**config.mk**
```make
export PLATFORM = sky130hd
export DESIGN_NAME = lamp_conflict_monitor
export DESIGN_NICKNAME = d
export VERILOG_FILES = /design/src/rtl/lamp_conflict_monitor.sv
export SDC_FILE = /design/constraint.sdc
export NUM_CORES = 1
export LEC_CHECK = 0
export CAP_MARGIN = 5
export CORE_UTILIZATION = 55
export CTS_CLUSTER_SIZE = 10
export DETAILED_ROUTE_END_ITERATION = 10
export GPL_ROUTABILITY_DRIVEN = 0
export PLACE_DENSITY = 0.78
export SYNTH_ARGS = -nofsm -noshare
export SYNTH_HDL_FRONTEND = slang
export SYNTH_SLANG_ARGS = --single-unit
```
**constraint.sdc**
```tcl
create_clock -name pin3_clk_16mhz -period 2.7 [get_ports pin3_clk_16mhz]
set_input_delay 0.27 -clock pin3_clk_16mhz [delete_from_list [all_inputs] [get_ports pin3_clk_16mhz]]
set_output_delay 0.27 -clock pin3_clk_16mhz [all_outputs]
set_load 0.03 [all_outputs]
```
**src/rtl/lamp_conflict_monitor.sv**
```systemverilog
// Lamp conflict monitor: watches the five lamp drive lines of the pedestrian
// crossing controller, tracks the phase sequence and latches the first fault
// (illegal pattern, road/pedestrian conflict, stuck phase, bad transition).
module lamp_conflict_monitor #(
    parameter int TIMER_SCALE     = 16000000,
    parameter int GLITCH_CYCLES   = 16,
    parameter int CONFLICT_CYCLES = 2,
    parameter int STUCK_SECONDS   = 20
) (
    input  logic       pin3_clk_16mhz,
    input  logic       reset,
    input  logic       lamp_green,
    input  logic       lamp_yellow,
    input  logic       lamp_red,
    input  logic       lamp_ped_green,
    input  logic       lamp_ped_red,
    input  logic       fault_clear,
    output logic       fault,
    output logic [2:0] fault_code,
    output logic       safe_override,
    output logic       in_sync,
    output logic [2:0] phase
);

    // Pattern bit order: {ped_red, ped_green, red, yellow, green}
    localparam logic [4:0] PAT_OFF    = 5'b00000;
    localparam logic [4:0] PAT_TEST   = 5'b11111;
    localparam logic [4:0] PAT_GREEN  = 5'b10001;
    localparam logic [4:0] PAT_YELLOW = 5'b10010;
    localparam logic [4:0] PAT_RED    = 5'b10100;
    localparam logic [4:0] PAT_PED    = 5'b01100;

    localparam logic [2:0] PH_NONE      = 3'd0;
    localparam logic [2:0] PH_TEST      = 3'd1;
    localparam logic [2:0] PH_GREEN     = 3'd2;
    localparam logic [2:0] PH_YELLOW    = 3'd3;
    localparam logic [2:0] PH_RED_A     = 3'd4;
    localparam logic [2:0] PH_PED_GREEN = 3'd5;
    localparam logic [2:0] PH_RED_B     = 3'd6;

    localparam logic [2:0] CODE_NONE     = 3'd0;
    localparam logic [2:0] CODE_ILLEGAL  = 3'd1;
    localparam logic [2:0] CODE_CONFLICT = 3'd2;
    localparam logic [2:0] CODE_STUCK    = 3'd3;
    localparam logic [2:0] CODE_ORDER    = 3'd4;

    localparam int GW = $clog2(GLITCH_CYCLES + 1);
    localparam int CW = $clog2(CONFLICT_CYCLES + 1);
    localparam logic [29:0] STUCK_LIMIT = 30'(STUCK_SECONDS * TIMER_SCALE);
    localparam logic [29:0] DWELL_MAX   = '1;

    typedef enum logic [1:0] {ST_INIT, ST_RUN, ST_FAULT} state_t;

    state_t          state, state_d;
    logic [2:0]      code_d, phase_d;
    logic [4:0]      pins, sync1, sync2;
    logic [4:0]      cand, acc_pat;
    logic [GW-1:0]   glitch_cnt;
    logic [CW-1:0]   conf_cnt;
    logic            accept, acc_evt;
    logic            conf_now, conf_det, stuck_det, clear_req;
    logic [29:0]     dwell;
    logic [2:0]      tgt;
    logic            known, illegal, bad_order;

    assign pins = {lamp_ped_red, lamp_ped_green, lamp_red, lamp_yellow, lamp_green};

    // Successor of each tracked phase in the normal crossing cycle
    function automatic logic [2:0] next_phase(input logic [2:0] p);
        case (p)
            PH_TEST:      next_phase = PH_GREEN;
            PH_GREEN:     next_phase = PH_YELLOW;
            PH_YELLOW:    next_phase = PH_RED_A;
            PH_RED_A:     next_phase = PH_PED_GREEN;
            PH_PED_GREEN: next_phase = PH_RED_B;
            PH_RED_B:     next_phase = PH_GREEN;
            default:      next_phase = PH_NONE;
        endcase
    endfunction

    // Two-flop synchroniser on the asynchronous lamp lines
    always_ff @(posedge pin3_clk_16mhz) begin
        if (reset) begin
            sync1 <= '0;
            sync2 <= '0;
        end else begin
            sync1 <= pins;
            sync2 <= sync1;
        end
    end

    // A candidate becomes accepted once seen GLITCH_CYCLES samples in a row;
    // only a change of the accepted pattern raises acc_evt.
    assign accept = (glitch_cnt == GW'(GLITCH_CYCLES)) && (cand != acc_pat);

    // Debounce counter and accepted pattern register
    always_ff @(posedge pin3_clk_16mhz) begin
        if (reset) begin
            cand       <= '0;
            glitch_cnt <= '0;
            acc_pat    <= '0;
            acc_evt    <= 1'b0;
        end else begin
            acc_evt <= accept;
            if (accept)
                acc_pat <= cand;
            if (sync2 != cand) begin
                cand       <= sync2;
                glitch_cnt <= GW'(1);
            end else if (glitch_cnt != GW'(GLITCH_CYCLES)) begin
                glitch_cnt <= glitch_cnt + GW'(1);
            end
        end
    end

    // Walk signal together with a road go signal; the all-on lamp test is exempt
    assign conf_now = sync2[3] & (sync2[0] | sync2[1]) & (sync2 != PAT_TEST);
    assign conf_det = conf_now && (conf_cnt >= CW'(CONFLICT_CYCLES - 1));

    // Count consecutive conflict samples (undebounced path)
    always_ff @(posedge pin3_clk_16mhz) begin
        if (reset || !conf_now)
            conf_cnt <= '0;
        else if (conf_cnt != CW'(CONFLICT_CYCLES))
            conf_cnt <= conf_cnt + CW'(1);
    end

    assign clear_req = (state == ST_FAULT) && fault_clear;
    assign stuck_det = (dwell >= STUCK_LIMIT);

    // Dwell timer since the last accepted change, saturating
    always_ff @(posedge pin3_clk_16mhz) begin
        if (reset || acc_evt || clear_req)
            dwell <= '0;
        else if (dwell != DWELL_MAX)
            dwell <= dwell + 30'd1;
    end

    // Next state: acceptance rules, fault priority and operator clear
    always_comb begin
        state_d   = state;
        code_d    = fault_code;
        phase_d   = phase;
        tgt       = PH_NONE;
        known     = 1'b1;
        illegal   = 1'b0;
        bad_order = 1'b0;

        case (acc_pat)
            PAT_TEST:   tgt = PH_TEST;
            PAT_GREEN:  tgt = PH_GREEN;
            PAT_YELLOW: tgt = PH_YELLOW;
            PAT_PED:    tgt = PH_PED_GREEN;
            // Red is shared by two phases; which one depends on where we came from
            PAT_RED:    tgt = (phase == PH_YELLOW)    ? PH_RED_A :
                              (phase == PH_PED_GREEN) ? PH_RED_B : PH_NONE;
            default:    known = 1'b0;
        endcase

        case (state)
            ST_INIT: begin
                // All-off and red are tolerated while waiting to lock on
                if (acc_evt && acc_pat != PAT_OFF && acc_pat != PAT_RED) begin
                    if (known) begin
                        state_d = ST_RUN;
                        phase_d = tgt;
                    end else begin
                        illegal = 1'b1;
                    end
                end
            end
            ST_RUN: begin
                if (acc_evt) begin
                    if (!known)
                        illegal = 1'b1;
                    else if (tgt != next_phase(phase))
                        bad_order = 1'b1;
                    else
                        phase_d = tgt;
                end
            end
            default: ;
        endcase

        if (state == ST_FAULT) begin
            if (fault_clear) begin
                state_d = ST_INIT;
                code_d  = CODE_NONE;
            end
        end else if (conf_det || illegal || bad_order || stuck_det) begin
            state_d = ST_FAULT;
            phase_d = phase;
            code_d  = conf_det  ? CODE_CONFLICT :
                      illegal   ? CODE_ILLEGAL  :
                      bad_order ? CODE_ORDER    : CODE_STUCK;
        end
    end

    // State and registered outputs
    always_ff @(posedge pin3_clk_16mhz) begin
        if (reset) begin
            state         <= ST_INIT;
            fault         <= 1'b0;
            fault_code    <= CODE_NONE;
            safe_override <= 1'b0;
            in_sync       <= 1'b0;
            phase         <= PH_NONE;
        end else begin
            state         <= state_d;
            fault         <= (state_d == ST_FAULT);
            fault_code    <= code_d;
            safe_override <= (state_d == ST_FAULT);
            in_sync       <= (state_d == ST_RUN);
            phase         <= phase_d;
        end
    end

endmodule

```
==> results.toml <==
[outcome]
outcome = "complete, no violations"

[clocking]
cts_tree = "done"
h-tree-depth = 3
root_buffer = "clkbuf_8"
clock_path_buffers = 2
cts_buffers = 9
cts_hold_buf = 0
cts_setup_buffers = 0
clock-sinks = 68
clkTransAtPathRegs_ns = 0.07
worst_skew_pair.late_latency_ns = 0.34

[drt]
drc_errors = 0
vias_per_cell = 5.65
dr.pass1.iters = 4
drt_iter0_drc = 109
route.vias.total = 2804
wl_per_cell_um = 12.9
wl_um = 6390
detail-route-antenna-nets = 0

[worst_setup_path]
worst_ep_required_time_ns = 2.91
r2r-start = "dwell[0]"
crit_type = "reg2reg"
crit_path_start = "dwell[0]"
end_kind = "flip-flop"
cp_max_fo = 10
critPathLaunchType = "flip-flop"
cp_data_arrival_time_ns = 2.72

[grt]
grt_max_degree = 31
top_usage_layer = "met2"
grt_pass1_vias = 2403
grt_pass1_wl_um = 10700
grt-ovfl-total = 0
met2_usage = 0.345
use_met3 = 0.0648
antenna_found_initial = 0
grt.met1_usage = 0.267
grt_usage = 0.214

[min_path]
worstHoldStart = "sync1[4]"
hp-class = "reg2reg"

[pwr]
power_leakage_nw = 1.39
ir_worst_vdd_v = 0.000354
power.density_mw_per_mm2 = 501

[timing]
finalSetupViolations = 0
rsz0062_at_grt = "false"
slew_viol_final = 0
hold_ws_ns = 0.439
hold_viol = 0
skew_ns = 0.0135
post-route-min-period_ns = 2.51
worst_pin_slew_ns = 0.454
finalCritPeriodShare = 0.929
relSlewSlack = 0.697
final.setup.tns_ns = 0
timing.fmax_mhz = 399

[floorplan]
die_area_mm2 = 0.00649
core_area_mm2 = 0.00592
io_pins = 17
die_h_um = 80.5
fp-row-count = 28
die_w_um = 80.5
start_util = 0.573

[synth]
syn_nets = 415
synthArstFlopShare = 0
syn_inst = 401
synth-edff-count = 0
avgSynthCellArea_um2 = 8.46
synth_seq_area_share = 0.401
synth_seq_cells = 68
syn-cell-area_mm2 = 0.00339
synth_cell_types = 55
synthFlopType = "dfxtp_1"
ys_warn_count = 0

[placed_design]
portBuffers = 16
dp_hpwl_um = 4530

[finish]
fin_nets = 431
layout_commonest_cell = "dfxtp_1"
num-fill-cells = 484
antenna_cells = 0
multi_input_area_mm2 = 0.00187
register_area_mm2 = 0.00136
area_growth_syn_to_layout_pct = 11.6
layout-drive-gt1-share = 0.0618
final_cell_mix = "dfxtp_1, nor2_1, nand2_1, xor2_1"

[flow_run]
drv_cap = 0
-- metrics by stage --
| step | util | total power [mW] | instance area [um^2] | cells | worst slack [ns] |
|---|---|---|---|---|---|
| 3_3_place_gp | 0.608 | 1.13 | 3600 | 481 | 0.284 |
| 6_report | 0.639 | 1.90 | 3790 | 496 | 0.191 |
| 2_1_floorplan | - | 1.11 | 3390 | 401 | 0.374 |
| 4_1_cts | 0.638 | 1.92 | 3780 | 496 | 0.202 |
| 3_5_place_dp | 0.608 | 1.13 | 3600 | 481 | 0.223 |
| 5_1_grt | 0.639 | 1.98 | 3790 | 496 | 0.0206 |
-- worst paths after layout --
path	to	slack (ns)	depth (start not counted)
setup / recovery	dwell[16]	0.19	8
hold reg to reg	sync2[4]	0.44	1
hold / removal	sync2[4]	0.44	1
setup reg to reg	dwell[16]	0.19	8
-- state kept, by name (all words and copies together), names as in the netlist, 3 cells and up --
signal,cells
dwell,30
acc_pat,5
cand,5
glitch_cnt,5
sync1,5
sync2,5
fault_code,3
phase,3
-- cell usage after synthesis (2+ instances only) --
master	n	share of area
dfxtp_1	68	0.40
nor2_1	53	0.059
nand2_1	31	0.034
xor2_1	22	0.057
a21oi_1	20	0.030
xnor2_1	20	0.052
nor2b_1	18	0.033
inv_1	17	0.019
nand3_1	17	0.025
nand4_1	15	0.028
nor3_1	11	0.016
clkbuf_1	7	0.0077
o21ai_0	7	0.010
and3_1	6	0.011
buf_2	6	0.0089
ha_1	6	0.022
or3_1	6	0.011
and2_1	5	0.0092
o21ai_1	5	0.0074
a21o_1	4	0.0089
and4_1	4	0.010
nor4bb_1	4	0.012
a31oi_1	3	0.0055
buf_6	3	0.010
nor3b_1	3	0.0066
nor4_1	3	0.0055
o211ai_1	3	0.0066
o21a_1	3	0.0066
a211oi_1	2	0.0044
a32o_1	2	0.0059
nand2b_1	2	0.0037
nor4b_1	2	0.0052
-- worst max-delay path, stage by stage (launching register included) --
cell	delay, ns
dfxtp_1	0.42
ha_1	0.23
inv_1	0.04
or4_1	0.55
or3_1	0.48
and2_1	0.31
nand4_1	0.14
xor2_1	0.15
nor2_1	0.06
-- per-layer routing --
metal / up-vias / share of wire
met5: - / 0
met2: 55 / 0.47
met1: 1315 / 0.48
met4: 0 / 0.0066
met3: 5 / 0.048
li1: 1429 / -
-- area by class of cell --
class	count	share of cell area
repair buffers	23	0.0562
multi-input cells	298	0.495
inverters	17	0.0169
flip-flops and latches	68	0.360
clock buffers	10	0.0337
well taps	75	0.0248
clock inverters	5	0.0142
-- power by group --
group	switching (mW)	internal [mW]
Sequential	0.0150	1.02
Combinational	0.0388	0.0346
Clock	0.373	0.419
Total	0.426	1.47
-- timing repair --
action / CTS / global route
hold endpoints to repair: 0 / 0
setup endpoints to repair: 0 / 1
resized for setup: 0 / 1
-- cell families (layout without fill, tap and decap cells) --
logic type,Yosys count,after routing,synth area share
compound gates,64,64,0.132
xor+xnor,42,42,0.108
fa+ha+maj,6,6,0.0221
buf+inv,35,55,0.0487
flops,68,68,0.401
mux,1,1,0.00295
simple gates,185,185,0.284
Power figures use the tool's default switching activity.
==> edit 1: new RTL, same settings <==
Register the inputs `lamp_green`, `lamp_yellow`, `lamp_red`, `lamp_ped_green`, `lamp_ped_red` and `fault_clear` before use. The logic sees them one clock later.
--- a/src/rtl/lamp_conflict_monitor.sv
+++ b/src/rtl/lamp_conflict_monitor.sv
@@ -52,4 +52,20 @@
     typedef enum logic [1:0] {ST_INIT, ST_RUN, ST_FAULT} state_t;
 
+    logic lamp_green_q;
+    logic lamp_yellow_q;
+    logic lamp_red_q;
+    logic lamp_ped_green_q;
+    logic lamp_ped_red_q;
+    logic fault_clear_q;
+
+    always_ff @(posedge pin3_clk_16mhz) begin
+        lamp_green_q     <= lamp_green;
+        lamp_yellow_q    <= lamp_yellow;
+        lamp_red_q       <= lamp_red;
+        lamp_ped_green_q <= lamp_ped_green;
+        lamp_ped_red_q   <= lamp_ped_red;
+        fault_clear_q    <= fault_clear;
+    end
+
     state_t          state, state_d;
     logic [2:0]      code_d, phase_d;
@@ -64,5 +80,5 @@
     logic            known, illegal, bad_order;
 
-    assign pins = {lamp_ped_red, lamp_ped_green, lamp_red, lamp_yellow, lamp_green};
+    assign pins = {lamp_ped_red_q, lamp_ped_green_q, lamp_red_q, lamp_yellow_q, lamp_green_q};
 
     // Successor of each tracked phase in the normal crossing cycle
@@ -126,5 +142,5 @@
     end
 
-    assign clear_req = (state == ST_FAULT) && fault_clear;
+    assign clear_req = (state == ST_FAULT) && fault_clear_q;
     assign stuck_det = (dwell >= STUCK_LIMIT);
 
@@ -184,5 +200,5 @@
 
         if (state == ST_FAULT) begin
-            if (fault_clear) begin
+            if (fault_clear_q) begin
                 state_d = ST_INIT;
                 code_d  = CODE_NONE;
Formal check against the unedited RTL: not equivalent (Yosys sat finds a counterexample within 10 cycles, from zero or initial values and one cycle with reset high).
==> edit 1 against the original RTL <==
- sequential cell count rose by 6
- fmax shrank 1.9%
- utilization rose by 0.61 points
- area after synthesis up 3.5%
- critical path type unchanged
- total power up 4.0%
- wire length up 1.6%
- setup slack got worse by 50 ps
- highest routed layer unchanged
- design area is 2.7% higher
==> edit 1: results (changes against the original RTL) <==
Status - finished, final reports clean
Synth top area cells - dfxtp_1 42%, nor2_1 5.7%, xor2_1 5.5%
DP HPWL - 4.54 mm (+0.20%)
Top Metal Used - met4
DP Worst Slack - 189 ps (-33.8 ps)
Worst Hold Launch - lamp_yellow
Final non-clock buffer share - 4.89% (-0.73 points)
Sequential cell area - 0.00148 mm2 (+8.8%)
Library cells used by synthesis - 55 (unchanged)
Register area share after synthesis - 42.2% (+2.0 points)
Non-clock buffer instance count of the final layout - 20 (-13%)
Worst skew pair latency - 340 ps (about the same)
FF+latch count, synth - 74 (+8.8%)
Final worst-path cycle share - 94.8% (+1.8 points)
Max-Slew Margin vs Limit - 61.6% (-8.1 points)
Non-filler instance count after layout - 500 (+0.81%)
Met3 wire len - 231 um (-24%)
Initial DRC count - 136 (+25%)
Met1 wire length - 3.17 mm (+3.6%)
Clock Skew - 10.2 ps (-3.34 ps)
Vias - 2,837 (+1.2%)
Sequential share of cell area - 38.1% (+2.1 points)
Leak - 1.41 nW (+1.9%)
Multi-input gate area - 0.00188 mm2 (+0.47%)
Met3 usage - 5.56% (-0.92 points)
DP Area - 0.00369 mm2 (+2.7%)
Vias in the first global route - 2,465 (+2.6%)
R2R Setup Slk - 140 ps (-50 ps)
Min Hold Slack - 369 ps (-70.1 ps)
WP data arrival - 2800 ps (+80 ps)
Comb_multi_in - 298 (unchanged)
ClkCell Share - 4.60% (-0.19 points)
Peak VDD IR - 0.559 mV (+58%)
Cell-internal power - 1.50 mW (+2.2%)
Overall Global Routing Usage - 20.7% (-0.67 points)
Worst Setup EP - phase[2]
Final WL - 6.49 mm (+1.6%)
WHS Endpoint - lamp_yellow_q
Mean Syn Cell Area - 8.63 um2 (+2.0%)
Syn nets - 421 (+1.4%)
Reg2reg start - acc_pat[4]
Share of cells above drive strength 1 - 6.35% (+0.18 points)
HP Class - in -> reg
Critical path's slowest cell - dfxtp_1
Routed met2 length - 3.03 mm (+1.8%)
Delay-heaviest family, CP - compound AO/OA/AOI/OAI gates
R2R depth - 7 (-1)
GR Layer Usage met2 - 32.8% (-1.7 points)
Nets@finish - 434 (+0.70%)
Fill cells - 502 (+3.7%)
Dpl cells - 484 (+0.62%)
## edit 1: cell count changes in the layout (fill, tap and decap cells not counted), sizes merged
cell      before  now
buf            7    4
bufinv         1    0
clkinv         4    2
clkinvlp       0    3
dfxtp         68   74
inv           17   18
## edit 1: power groups by stage
stage | clock network [mW] | logic, mW | registers (mW)
2_1_floorplan | 0 | 0.0536 | 1.15
3_3_place_gp | 0 | 0.0713 | 1.15
3_5_place_dp | 0 | 0.0744 | 1.15
4_1_cts | 0.790 | 0.0746 | 1.13
5_1_grt | 0.831 | 0.0833 | 1.13
6_report | 0.773 | 0.0743 | 1.13
## edit 1: cell families (layout without fill, tap and decap cells)
group                      Yosys count  in the layout  synth area share, %
AOI/OAI and AO/OA                   64             64                 12.8
xor gates and xnor gates            42             42                 10.5
adders and majority gates            6              6                 2.14
buffers and inverters               35             53                 4.70
DFF                                 74             74                 42.2
muxes                                1              1                0.285
and+or+nand+nor                    185            185                 27.4
==> edit 2: new RTL, config.mk and constraints unchanged <==
Made on the original files. `CONFLICT_CYCLES`: 2 -> 8.
--- a/src/rtl/lamp_conflict_monitor.sv
+++ b/src/rtl/lamp_conflict_monitor.sv
@@ -5,5 +5,5 @@
     parameter int TIMER_SCALE     = 16000000,
     parameter int GLITCH_CYCLES   = 16,
-    parameter int CONFLICT_CYCLES = 2,
+    parameter int CONFLICT_CYCLES = 8,
     parameter int STUCK_SECONDS   = 20
 ) (
Check against the original RTL: not equivalent (Yosys sat finds a counterexample within 10 cycles, from zero or initial values and one cycle with reset high).
==> edit 2 against the original RTL <==
- wire length grew 16%
- total power is 2.4% higher
- sequential cell count up 2
- design area rose by 6.4%
- synthesized cell count grew 6.2%
- die area increased by 7.1%
- area after synthesis increased by 7.3%
- setup slack improved by 16 ps
- largest cell class unchanged
==> edit 2: results (changes against the original RTL) <==
Routed len/inst - 14.1 um (+9.8%)
Ys async rst share - 0% (unchanged)
Share of cells above drive strength 1 - 9.40% (+3.2 points)
Max FFs per register - 30 (unchanged)
Status - finished, final reports clean
Clk slew on worst S/H paths - 80 ps
Yosys warning count - 0 (unchanged)
Initial antenna violation count - 0 (unchanged)
Clock Skew - 10.3 ps (-3.27 ps)
Top reg by flops - dwell
Register area share after synthesis - 38.5% (-1.6 points)
Most instantiated cells after synthesis - 70 x dfxtp_1, 54 x nor2_1, 39 x nand2_1, 29 x nand3_1, 25 x xor2_1
Peak VDD IR - 0.317 mV (-10%)
Setup Fix Bufs, Post-CTS - 0 (unchanged)
Dpl cells - 508 (+5.6%)
Mean Syn Cell Area - 8.54 um2 (+1.0%)
DP Worst Slack - 268 ps (+45.7 ps)
Port Buf Inserts - 16 (unchanged)
Initial DRC count - 141 (+29%)
Vias in the first global route - 2,837 (+18%)
Clock buffer depth - 2 (unchanged)
Critical path's slowest cell - dfxtp_1
Worst stage delay on the critical path - 580 ps (+30 ps)
CTS H-tree lvls - 3 (unchanged)
Non-filler instance count after layout - 524 (+5.6%)
Library cells used by synthesis - 67 (+22%)
Nets@finish - 456 (+5.8%)
Largest net degree at the start of global routing - 34 (+9.7%)
WP data arrival - 2780 ps (+60 ps)
HP Class - reg -> reg
Vias - 3,023 (+7.8%)
Crit-path max FO - 12 (+2)
Leak - 1.45 nW (+4.5%)
Synth top area cells - dfxtp_1 39%, xor2_1 6.0%, nor2_1 5.6%
Overall Global Routing Usage - 23.3% (+1.9 points)
Syn nets - 440 (+6.0%)
First-pass GRT wire length - 13.0 mm (+22%)
Worst skew pair latency - 350 ps
DRT Pass-1 Iters - 4 (unchanged)
Cts repair resizes - 0 (unchanged)
Worst slew pin tran - 904 ps (+450 ps)
PnR worst setup slack - 208 ps (+16.3 ps)
DP HPWL - 5.25 mm (+16%)
Final worst-path cycle share - 92.3% (-0.60 points)
edit 2: cell count changes in the layout (fill, tap and decap cells not counted), moves of 5 or more:
cell	unedited run	this run
or2_2	0	6
nand3_1	17	29
nand2b_1	2	7
nand2_1	31	39
edit 2: power by group:
group	internal (mW)	total, mW	switching (mW)
clock network	0.410	0.812	0.402
logic	0.0330	0.0696	0.0367
registers	1.05	1.06	0.0138
total	1.49	1.94	0.453
edit 2: final cells by class:
type	count	area [um2]
multi-input cells	326	2080
fillers	541	2360
inverters	13	48.8
flip-flops and latches	70	1400
clock inverters	4	28.8
repair buffers	22	205
well taps	77	96.3
clock buffers	12	165
edit 2: per-stage QoR:
| step | cell area [um2] | hold slack [ps] |
|---|---|---|
| 4_1_cts | 4030 | 442 |
| 6_report | 4030 | 437 |
| 2_1_floorplan | 3640 | 398 |
| 5_1_grt | 4030 | 461 |
| 3_5_place_dp | 3830 | 425 |
| 3_3_place_gp | 3830 | 417 |
edit 2: routing by layer:
layer	wire (um)	share of wire (%)	global-route usage (%)	vias to the layer above
li1	-	-	-	1514
met1	3500	47	30.4	1427
met2	3460	47	37.1	65
met3	264	3.6	4.87	17
met4	184	2.5	10.2	0
met5	0	0	0	-
edit 2: cell families after synthesis:
kind of cell / share of synthesized area [%]
xor+xnor: 10.6
buf+inv: 4.26
mux: 0.550
fa+ha+maj: 2.06
flops: 38.5
simple gates: 32.7
compound gates: 11.3
edit 2: path summary, 6_finish.rpt:
path | cells past startpoint | start | endpoint
worst max-delay path | 7 | acc_pat[2] | phase[2]
worst min-delay path | 1 | sync1[1] | sync2[1]
worst max register to register | 7 | acc_pat[2] | phase[2]
worst min register to register | 1 | sync1[1] | sync2[1]
